[config.mk]
export PLATFORM = sky130hd
export DESIGN_NAME = phy_tx_scheduler_flat
export DESIGN_NICKNAME = d
export VERILOG_FILES = /design/src/rtl/pd_phy_pkg.sv /design/src/rtl/phy_tx_scheduler_if.sv /design/src/rtl/phy_tx_ifg_timer.sv /design/src/rtl/phy_tx_scheduler.sv /design/src/flat_wrapper.sv
export SDC_FILE = /design/constraint.sdc
export NUM_CORES = 1
export LEC_CHECK = 0
export BUFFER_PORTS_ARGS = -buffer_cell sky130_fd_sc_hd__buf_4
export CAP_MARGIN = 20
export CORE_ASPECT_RATIO = 1.4
export CORE_UTILIZATION = 30
export CTS_CLUSTER_SIZE = 10
export DETAILED_ROUTE_END_ITERATION = 16
export PLACE_DENSITY_LB_ADDON = 0.05
export SETUP_SLACK_MARGIN = 0.1
export SYNTH_ARGS = -nofsm -noshare
export SYNTH_HDL_FRONTEND = slang
export SYNTH_SLANG_ARGS = --single-unit
[constraint.sdc]
create_clock -name clk -period 3.4 [get_ports clk]
set_input_delay 0.34 -clock clk [delete_from_list [all_inputs] [get_ports clk]]
set_output_delay 0.34 -clock clk [all_outputs]
set_load 0.05 [all_outputs]
[src/rtl/pd_phy_pkg.sv]
// Shared PD PHY definitions: SOP type codes, TX scheduler state encodings and
// the completion-pulse bundle used by the scheduler and the packet editor.
package pd_phy_pkg;

   localparam int SOP_W = 3;

   typedef enum logic [SOP_W-1:0] {
      SOP_TYPE_SOP         = 3'd0,
      SOP_TYPE_SOP_P       = 3'd1,
      SOP_TYPE_SOP_PP      = 3'd2,
      SOP_TYPE_HARD_RESET  = 3'd3,
      SOP_TYPE_CABLE_RESET = 3'd4
   } sop_type_e;

   typedef enum logic [2:0] {
      TX_IDLE      = 3'd0,
      TX_GAP       = 3'd1,
      TX_SEND      = 3'd2,
      TX_BIST      = 3'd3,
      TX_BIST_STOP = 3'd4
   } tx_state_e;

   typedef struct packed {
      logic ack;
      logic discard;
      logic tx_done;
      logic hr_done;
      logic cr_done;
   } tx_pulse_t;

   function automatic logic is_reset_type(input logic [SOP_W-1:0] t);
      return (t == SOP_TYPE_HARD_RESET) || (t == SOP_TYPE_CABLE_RESET);
   endfunction

   // Completion pulse that matches the type that was on the wire.
   function automatic tx_pulse_t done_pulse(input logic [SOP_W-1:0] t);
      tx_pulse_t p;
      p = '0;
      case (t)
         SOP_TYPE_HARD_RESET:  p.hr_done = 1'b1;
         SOP_TYPE_CABLE_RESET: p.cr_done = 1'b1;
         default:              p.tx_done = 1'b1;
      endcase
      return p;
   endfunction

endpackage

[src/rtl/phy_tx_scheduler_if.sv]
// Protocol-layer / encoder / editor signals of the PHY TX scheduler.
// slave = scheduler view, master = environment (protocol layer, encoder, RX) view.
interface phy_tx_scheduler_if;
   import pd_phy_pkg::*;

   logic             pl2phy_tx_req;
   logic [SOP_W-1:0] pl2phy_tx_sop_type;
   logic             pl2phy_hard_reset_req;
   logic             pl2phy_cable_reset_req;
   logic             pl2phy_bist_carrier_req;
   logic             phy_rx_busy;
   logic             phy_bmc_encoder_data_done;
   logic             phy_bmc_encoder_hold_lowbmc_done;

   logic             phy_tx_packet_en;
   logic [SOP_W-1:0] phy_tx_packet_type;
   logic             phy_tx_bist_en;
   logic             phy2pl_tx_ack;
   logic             phy2pl_tx_done;
   logic             phy2pl_tx_discard;
   logic             phy2pl_hard_reset_done;
   logic             phy2pl_cable_reset_done;
   logic             phy_tx_busy;

   modport slave (
      input  pl2phy_tx_req, pl2phy_tx_sop_type, pl2phy_hard_reset_req,
             pl2phy_cable_reset_req, pl2phy_bist_carrier_req, phy_rx_busy,
             phy_bmc_encoder_data_done, phy_bmc_encoder_hold_lowbmc_done,
      output phy_tx_packet_en, phy_tx_packet_type, phy_tx_bist_en,
             phy2pl_tx_ack, phy2pl_tx_done, phy2pl_tx_discard,
             phy2pl_hard_reset_done, phy2pl_cable_reset_done, phy_tx_busy
   );

   modport master (
      output pl2phy_tx_req, pl2phy_tx_sop_type, pl2phy_hard_reset_req,
             pl2phy_cable_reset_req, pl2phy_bist_carrier_req, phy_rx_busy,
             phy_bmc_encoder_data_done, phy_bmc_encoder_hold_lowbmc_done,
      input  phy_tx_packet_en, phy_tx_packet_type, phy_tx_bist_en,
             phy2pl_tx_ack, phy2pl_tx_done, phy2pl_tx_discard,
             phy2pl_hard_reset_done, phy2pl_cable_reset_done, phy_tx_busy
   );

endinterface

[src/rtl/phy_tx_ifg_timer.sv]
// Inter-frame gap timer: counts cycles since the last restart, saturating at
// IFG_CYCLES; comes out of reset already elapsed.
module phy_tx_ifg_timer #(
   parameter int IFG_CYCLES = 600,
   parameter int CNT_W      = 10
) (
   input  logic clk,
   input  logic rst_n,
   input  logic restart,
   output logic elapsed
);

   localparam logic [CNT_W-1:0] CNT_MAX = CNT_W'(IFG_CYCLES);

   logic [CNT_W-1:0] cnt_q, cnt_d;
   logic             elapsed_q, elapsed_d;

   // Next count: clear on restart, otherwise count up and hold at the limit.
   always_comb begin
      cnt_d = cnt_q;
      if (restart) begin
         cnt_d = '0;
      end else if (cnt_q < CNT_MAX) begin
         cnt_d = cnt_q + CNT_W'(1);
      end else begin
         cnt_d = cnt_q;
      end
      elapsed_d = (cnt_d == CNT_MAX);
   end

   // Counter and elapsed flag registers.
   always_ff @(posedge clk or negedge rst_n) begin
      if (!rst_n) begin
         cnt_q     <= CNT_MAX;
         elapsed_q <= 1'b1;
      end else begin
         cnt_q     <= cnt_d;
         elapsed_q <= elapsed_d;
      end
   end

   assign elapsed = elapsed_q;

endmodule

[src/rtl/phy_tx_scheduler.sv]
// PD PHY transmit scheduler: arbitrates reset/message/BIST requests, enforces
// the inter-frame gap and sequences the packet editor. BIST carrier mode is
// built only when PHY_TX_BIST_CARRIER_EN is defined.
module phy_tx_scheduler
   import pd_phy_pkg::*;
#(
   parameter int IFG_CYCLES = 600,
   parameter int CNT_W      = 10
) (
   input  logic               clk,
   input  logic               rst_n,
   phy_tx_scheduler_if.slave  bus
);

   tx_state_e        state_q, state_d;
   logic [SOP_W-1:0] type_q, type_d;
   logic             pkt_en_q, pkt_en_d;
   logic             busy_q, busy_d;
   tx_pulse_t        pulse_q, pulse_d;
   logic             ifg_restart_s;
   logic             ifg_elapsed_s;
   logic             hard_req_s;
   logic             cable_req_s;
`ifdef PHY_TX_BIST_CARRIER_EN
   logic             bist_en_q, bist_en_d;
`endif

   assign hard_req_s  = bus.pl2phy_hard_reset_req;
   assign cable_req_s = bus.pl2phy_cable_reset_req;

   phy_tx_ifg_timer #(
      .IFG_CYCLES (IFG_CYCLES),
      .CNT_W      (CNT_W)
   ) u_ifg_timer (
      .clk     (clk),
      .rst_n   (rst_n),
      .restart (ifg_restart_s),
      .elapsed (ifg_elapsed_s)
   );

   // Next-state, latched type and output pulse decode.
   always_comb begin
      state_d       = state_q;
      type_d        = type_q;
      pkt_en_d      = pkt_en_q;
      pulse_d       = '0;
      ifg_restart_s = 1'b0;
`ifdef PHY_TX_BIST_CARRIER_EN
      bist_en_d     = bist_en_q;
`endif
      case (state_q)
         TX_IDLE: begin
            pkt_en_d = 1'b0;
            if (hard_req_s) begin
               if (!bus.phy_rx_busy) begin
                  type_d  = SOP_TYPE_HARD_RESET;
                  state_d = TX_GAP;
               end else begin
                  state_d = TX_IDLE;
               end
            end else if (cable_req_s) begin
               if (!bus.phy_rx_busy) begin
                  type_d  = SOP_TYPE_CABLE_RESET;
                  state_d = TX_GAP;
               end else begin
                  state_d = TX_IDLE;
               end
            end else if (bus.pl2phy_tx_req) begin
               // A busy line means the message cannot go out: refuse it now.
               if (bus.phy_rx_busy) begin
                  pulse_d.discard = 1'b1;
               end else begin
                  type_d      = bus.pl2phy_tx_sop_type;
                  pulse_d.ack = 1'b1;
                  state_d     = TX_GAP;
               end
`ifdef PHY_TX_BIST_CARRIER_EN
            end else if (bus.pl2phy_bist_carrier_req) begin
               bist_en_d = 1'b1;
               state_d   = TX_BIST;
`endif
            end else begin
               state_d = TX_IDLE;
            end
         end
         TX_GAP: begin
            if (!is_reset_type(type_q) && (hard_req_s || cable_req_s)) begin
               pulse_d.discard = 1'b1;
               type_d = hard_req_s ? SOP_TYPE_HARD_RESET : SOP_TYPE_CABLE_RESET;
            end else if (ifg_elapsed_s) begin
               pkt_en_d = 1'b1;
               state_d  = TX_SEND;
            end else begin
               state_d = TX_GAP;
            end
         end
         TX_SEND: begin
            if (bus.phy_bmc_encoder_hold_lowbmc_done) begin
               pkt_en_d      = 1'b0;
               pulse_d       = done_pulse(type_q);
               ifg_restart_s = 1'b1;
               state_d       = TX_IDLE;
            end else begin
               pkt_en_d = 1'b1;
            end
         end
`ifdef PHY_TX_BIST_CARRIER_EN
         TX_BIST: begin
            if (bus.pl2phy_bist_carrier_req && !hard_req_s) begin
               bist_en_d = 1'b1;
            end else begin
               bist_en_d = 1'b0;
               state_d   = TX_BIST_STOP;
            end
         end
         TX_BIST_STOP: begin
            bist_en_d = 1'b0;
            if (bus.phy_bmc_encoder_data_done) begin
               ifg_restart_s = 1'b1;
               state_d       = TX_IDLE;
            end else begin
               state_d = TX_BIST_STOP;
            end
         end
`endif
         default: begin
            pkt_en_d = 1'b0;
            state_d  = TX_IDLE;
`ifdef PHY_TX_BIST_CARRIER_EN
            bist_en_d = 1'b0;
`endif
         end
      endcase
      busy_d = (state_d != TX_IDLE);
   end

   // State, latched type and registered outputs.
   always_ff @(posedge clk or negedge rst_n) begin
      if (!rst_n) begin
         state_q  <= TX_IDLE;
         type_q   <= '0;
         pkt_en_q <= 1'b0;
         busy_q   <= 1'b0;
         pulse_q  <= '0;
      end else begin
         state_q  <= state_d;
         type_q   <= type_d;
         pkt_en_q <= pkt_en_d;
         busy_q   <= busy_d;
         pulse_q  <= pulse_d;
      end
   end

`ifdef PHY_TX_BIST_CARRIER_EN
   // BIST carrier enable register.
   always_ff @(posedge clk or negedge rst_n) begin
      if (!rst_n) begin
         bist_en_q <= 1'b0;
      end else begin
         bist_en_q <= bist_en_d;
      end
   end

   assign bus.phy_tx_bist_en = bist_en_q;
`else
   assign bus.phy_tx_bist_en = 1'b0;
`endif

   assign bus.phy_tx_packet_en        = pkt_en_q;
   assign bus.phy_tx_packet_type      = type_q;
   assign bus.phy_tx_busy             = busy_q;
   assign bus.phy2pl_tx_ack           = pulse_q.ack;
   assign bus.phy2pl_tx_discard       = pulse_q.discard;
   assign bus.phy2pl_tx_done          = pulse_q.tx_done;
   assign bus.phy2pl_hard_reset_done  = pulse_q.hr_done;
   assign bus.phy2pl_cable_reset_done = pulse_q.cr_done;

endmodule
[src/flat_wrapper.sv]
// flat-port wrapper written by rule: the top's interface ports become plain ports
module phy_tx_scheduler_flat import pd_phy_pkg::*;
#(
   parameter int IFG_CYCLES = 600,
   parameter int CNT_W      = 10
)
  (clk, rst_n, bus_pl2phy_tx_req, bus_pl2phy_tx_sop_type, bus_pl2phy_hard_reset_req, bus_pl2phy_cable_reset_req, bus_pl2phy_bist_carrier_req, bus_phy_rx_busy, bus_phy_bmc_encoder_data_done, bus_phy_bmc_encoder_hold_lowbmc_done, bus_phy_tx_packet_en, bus_phy_tx_packet_type, bus_phy_tx_bist_en, bus_phy2pl_tx_ack, bus_phy2pl_tx_done, bus_phy2pl_tx_discard, bus_phy2pl_hard_reset_done, bus_phy2pl_cable_reset_done, bus_phy_tx_busy);
  phy_tx_scheduler_if bus_i ();
  input  logic clk;
  input  logic rst_n;
  input wire logic [$bits(bus_i.pl2phy_tx_req)-1:0] bus_pl2phy_tx_req;
  input wire logic [$bits(bus_i.pl2phy_tx_sop_type)-1:0] bus_pl2phy_tx_sop_type;
  input wire logic [$bits(bus_i.pl2phy_hard_reset_req)-1:0] bus_pl2phy_hard_reset_req;
  input wire logic [$bits(bus_i.pl2phy_cable_reset_req)-1:0] bus_pl2phy_cable_reset_req;
  input wire logic [$bits(bus_i.pl2phy_bist_carrier_req)-1:0] bus_pl2phy_bist_carrier_req;
  input wire logic [$bits(bus_i.phy_rx_busy)-1:0] bus_phy_rx_busy;
  input wire logic [$bits(bus_i.phy_bmc_encoder_data_done)-1:0] bus_phy_bmc_encoder_data_done;
  input wire logic [$bits(bus_i.phy_bmc_encoder_hold_lowbmc_done)-1:0] bus_phy_bmc_encoder_hold_lowbmc_done;
  output wire logic [$bits(bus_i.phy_tx_packet_en)-1:0] bus_phy_tx_packet_en;
  output wire logic [$bits(bus_i.phy_tx_packet_type)-1:0] bus_phy_tx_packet_type;
  output wire logic [$bits(bus_i.phy_tx_bist_en)-1:0] bus_phy_tx_bist_en;
  output wire logic [$bits(bus_i.phy2pl_tx_ack)-1:0] bus_phy2pl_tx_ack;
  output wire logic [$bits(bus_i.phy2pl_tx_done)-1:0] bus_phy2pl_tx_done;
  output wire logic [$bits(bus_i.phy2pl_tx_discard)-1:0] bus_phy2pl_tx_discard;
  output wire logic [$bits(bus_i.phy2pl_hard_reset_done)-1:0] bus_phy2pl_hard_reset_done;
  output wire logic [$bits(bus_i.phy2pl_cable_reset_done)-1:0] bus_phy2pl_cable_reset_done;
  output wire logic [$bits(bus_i.phy_tx_busy)-1:0] bus_phy_tx_busy;
  assign bus_i.pl2phy_tx_req = bus_pl2phy_tx_req;
  assign bus_i.pl2phy_tx_sop_type = bus_pl2phy_tx_sop_type;
  assign bus_i.pl2phy_hard_reset_req = bus_pl2phy_hard_reset_req;
  assign bus_i.pl2phy_cable_reset_req = bus_pl2phy_cable_reset_req;
  assign bus_i.pl2phy_bist_carrier_req = bus_pl2phy_bist_carrier_req;
  assign bus_i.phy_rx_busy = bus_phy_rx_busy;
  assign bus_i.phy_bmc_encoder_data_done = bus_phy_bmc_encoder_data_done;
  assign bus_i.phy_bmc_encoder_hold_lowbmc_done = bus_phy_bmc_encoder_hold_lowbmc_done;
  assign bus_phy_tx_packet_en = bus_i.phy_tx_packet_en;
  assign bus_phy_tx_packet_type = bus_i.phy_tx_packet_type;
  assign bus_phy_tx_bist_en = bus_i.phy_tx_bist_en;
  assign bus_phy2pl_tx_ack = bus_i.phy2pl_tx_ack;
  assign bus_phy2pl_tx_done = bus_i.phy2pl_tx_done;
  assign bus_phy2pl_tx_discard = bus_i.phy2pl_tx_discard;
  assign bus_phy2pl_hard_reset_done = bus_i.phy2pl_hard_reset_done;
  assign bus_phy2pl_cable_reset_done = bus_i.phy2pl_cable_reset_done;
  assign bus_phy_tx_busy = bus_i.phy_tx_busy;
  phy_tx_scheduler #(.IFG_CYCLES(IFG_CYCLES), .CNT_W(CNT_W)) u_core (.clk(clk), .rst_n(rst_n), .bus(bus_i));
endmodule
==> flow_metrics.env <==
export IMPL_finalWorstSetupSlack_ns=1.79
export IMPL_ctsResizeCount=0
export IMPL_ios=23
export IMPL_grt_usage_pct=12.8
export IMPL_synthArstFlopShare_pct=100
export IMPL_num_rows=26
export IMPL_synth_area_um2=1200
export IMPL_cp_top_family="simple AND/OR/NAND/NOR gates"
export IMPL_fillers=376
export IMPL_holdCritPathClass="primary input to flop"
export IMPL_dp_hpwl_mm=1.87
export IMPL_start_util_pct=32.2
export IMPL_core_um2=3740
export IMPL_use_met1_pct=13.5
export IMPL_slowest_stage="dfrtp_1"
export IMPL_max_clock_freq_mhz=620
export IMPL_drive_gt1_share_pct=28.2
export IMPL_p_leak_uw=0.000656
export IMPL_postSynthCellCount=119
export IMPL_cts_clk_slew_worst_paths_ns=0.08
export IMPL_cp_cell_sequence="ha_1 > and3_1 > o211ai_1 > mux2i_1 > nand2_1 > nor4_2"
export IMPL_synth_top_area_share_pct=39.5
export IMPL_fin_crit_ns=1.61
export IMPL_syn_to_final_growth_pct=21.7
export IMPL_synth_seq_area_share_pct=50.4
export IMPL_top_usage_layer="met2"
export IMPL_die_area_um2=4270
export IMPL_yosysUniqueCellTypes=39
export IMPL_antenna_cells=0
export IMPL_met2_usage_pct=23.1
export IMPL_place_congestion=0.809
export IMPL_synth_most_common_cell="nor2_1"
export IMPL_grt_max_degree=25
export IMPL_hold_violations=0
export IMPL_min_period_over_period_pct=47.5
export IMPL_yosys_warnings=0
export IMPL_synthFlopType="dfrtp_1"
export IMPL_critPathMaxStageDelay_ns=0.43
export IMPL_vias=906
export IMPL_clock_root_buffer="clkbuf_8"
export IMPL_drt_iter0_drc=10
export IMPL_yosysTopAreaCell="dfrtp_1"
export IMPL_grt_pass1_wl_mm=4.24
export IMPL_critPathLaunchType="flop"
export IMPL_synth_edf_count=0
export IMPL_numCtsBuffers=3
export IMPL_antenna_found_initial=0
export IMPL_dr_pass1_iters=3
export IMPL_required_ns=3.58
export IMPL_synth_seq_cells=24
export IMPL_pre_cts_ws_ns=1.79
export IMPL_fin_skew_ns=0.00100
export IMPL_ir_drop_mv=0.256
export IMPL_max_cap_violations=0
export IMPL_grt_overflow_total=0
export IMPL_final_nets=156
export IMPL_worstPathArrival_ns=1.79
export IMPL_setup_violations=0
export IMPL_end_kind="flop"
export IMPL_port_buffers=19
export IMPL_finalSetupTns_ns=0
export IMPL_cp_buffers_inverters=0
export IMPL_synth_common_cells="20 x nor2_1, 19 x dfrtp_1, 11 x a21oi_1, 5 x dfstp_2, 5 x nand2_1"
export IMPL_grt_setup_unrepaired="false"
export IMPL_use_met3_pct=2.19
export IMPL_worst_path_max_fanout=5
export IMPL_die_y_um=76.9
export IMPL_status="completed"
export IMPL_drt_wirelength_per_cell_um=13.4
export IMPL_cts_tree="done"
export IMPL_remaining_drc_errors=0
export IMPL_powerDensity_nw_per_um2=459
export IMPL_grt_pass1_vias=975
export IMPL_drt_total_wl_mm=2.47
export IMPL_postRouteAntennaNets=0
export IMPL_top_register="u_core.u_ifg_timer.cnt_q"
export IMPL_cts_max_level=1
export IMPL_cts_buffer_depth=2
export IMPL_dieWidth_um=55.5
export IMPL_crit_type="flop to flop"
export IMPL_clock_latency_ns=0.27
export IMPL_maxSlewViolCount=0
export IMPL_synth_area_leaders="dfrtp_1 40%, dfstp_2 11%, nor2_1 6.2%"
export IMPL_largest_reg_flops=10
export IMPL_postSynthAreaPerCell_um2=10.1
export IMPL_avgViaCountPerCell=4.92
export IMPL_clock_sinks=24
-- what timing repair did --
| action | in CTS | in global routing |
|---|---|---|
| hold buffers | 1 | 0 |
| setup buffers | 0 | 0 |
| hold endpoints to repair | 19 | 0 |
-- cell families (layout without fill, tap and decap cells) --
logic type                 after synthesis  in the layout  synth area share [%]
AOI/OAI and AO/OA                       26             26                  14.0
xor gates and xnor gates                 5              5                  3.64
other                                    1              2                 0.312
and+or+nand+nor                         52             52                  24.0
DFF                                     24             24                  50.4
muxes                                    4              4                  3.74
buffers and inverters                    6             28                  2.81
adders and majority gates                1              1                  1.04
-- path summary, 6_finish.rpt --
path | cells after the start | endpoint | startpoint | slack (ns)
max in group asynchronous | 2 | u_core.u_ifg_timer.elapsed | rst_n | 2.61
min in group asynchronous | 2 | u_core.bus.phy2pl_tx_done | rst_n | 0.50
min | 2 | u_core.bus.phy2pl_tx_ack | bus_phy_rx_busy | 0.26
max reg2reg | 6 | u_core.u_ifg_timer.elapsed | u_core.u_ifg_timer.cnt_q[0] | 1.79
max | 6 | u_core.u_ifg_timer.elapsed | u_core.u_ifg_timer.cnt_q[0] | 1.79
min reg2reg | 1 | u_core.state_q[1] | u_core.state_q[2] | 0.54
-- stage by stage --
step | cell area (um^2) | utilization (%) | total power (uW) | instances | hold slack (ns)
5_1_grt | 1470 | 39.2 | 705 | 184 | 0.243
6_report | 1470 | 39.2 | 673 | 184 | 0.257
2_1_floorplan | 1210 | - | 388 | 120 | 0.0444
4_1_cts | 1470 | 39.2 | 683 | 184 | 0.248
3_5_place_dp | 1380 | 37.0 | 431 | 179 | 0.265
3_3_place_gp | 1380 | 37.0 | 430 | 179 | 0.259
-- worst register-to-register path, cell delays in order (launching register included) --
cell and delay (ns):
dfrtp_1 0.43, ha_1 0.26, and3_1 0.22, o211ai_1 0.13, mux2i_1 0.26, nand2_1 0.09, nor4_2 0.15
-- metal layers --
metal  routed length [um]  up-vias
met3                   64        7
met5                    0        -
met4                   78        0
met1                  995      421
met2                 1330       15
li1                     -      463
-- area by class of cell --
cell class	instances	area (um^2)	area share (%)
clock buffer	3	41.3	2.82
clock inverter	1	30.0	2.05
inverter	4	15.0	1.02
multi-input combinational	90	567	38.7
sequential	24	607	41.4
tap	42	52.6	3.59
timing repair buffer	20	153	10.4
-- layout by cell type (no fill, tap or decap), types with 4 or more instances in the layout --
master    n
a21oi_1  11
nand2_1   5
buf_4    19
inv_1     4
dfstp_2   5
nor2_1   20
dfrtp_1  19
-- power by group --
part,switching [uW],internal (uW)
registers,11.9,298
clock network,91.1,157
logic,74.5,40.0
total,178,496
Note: power is estimated with default switching activity, not from simulation.
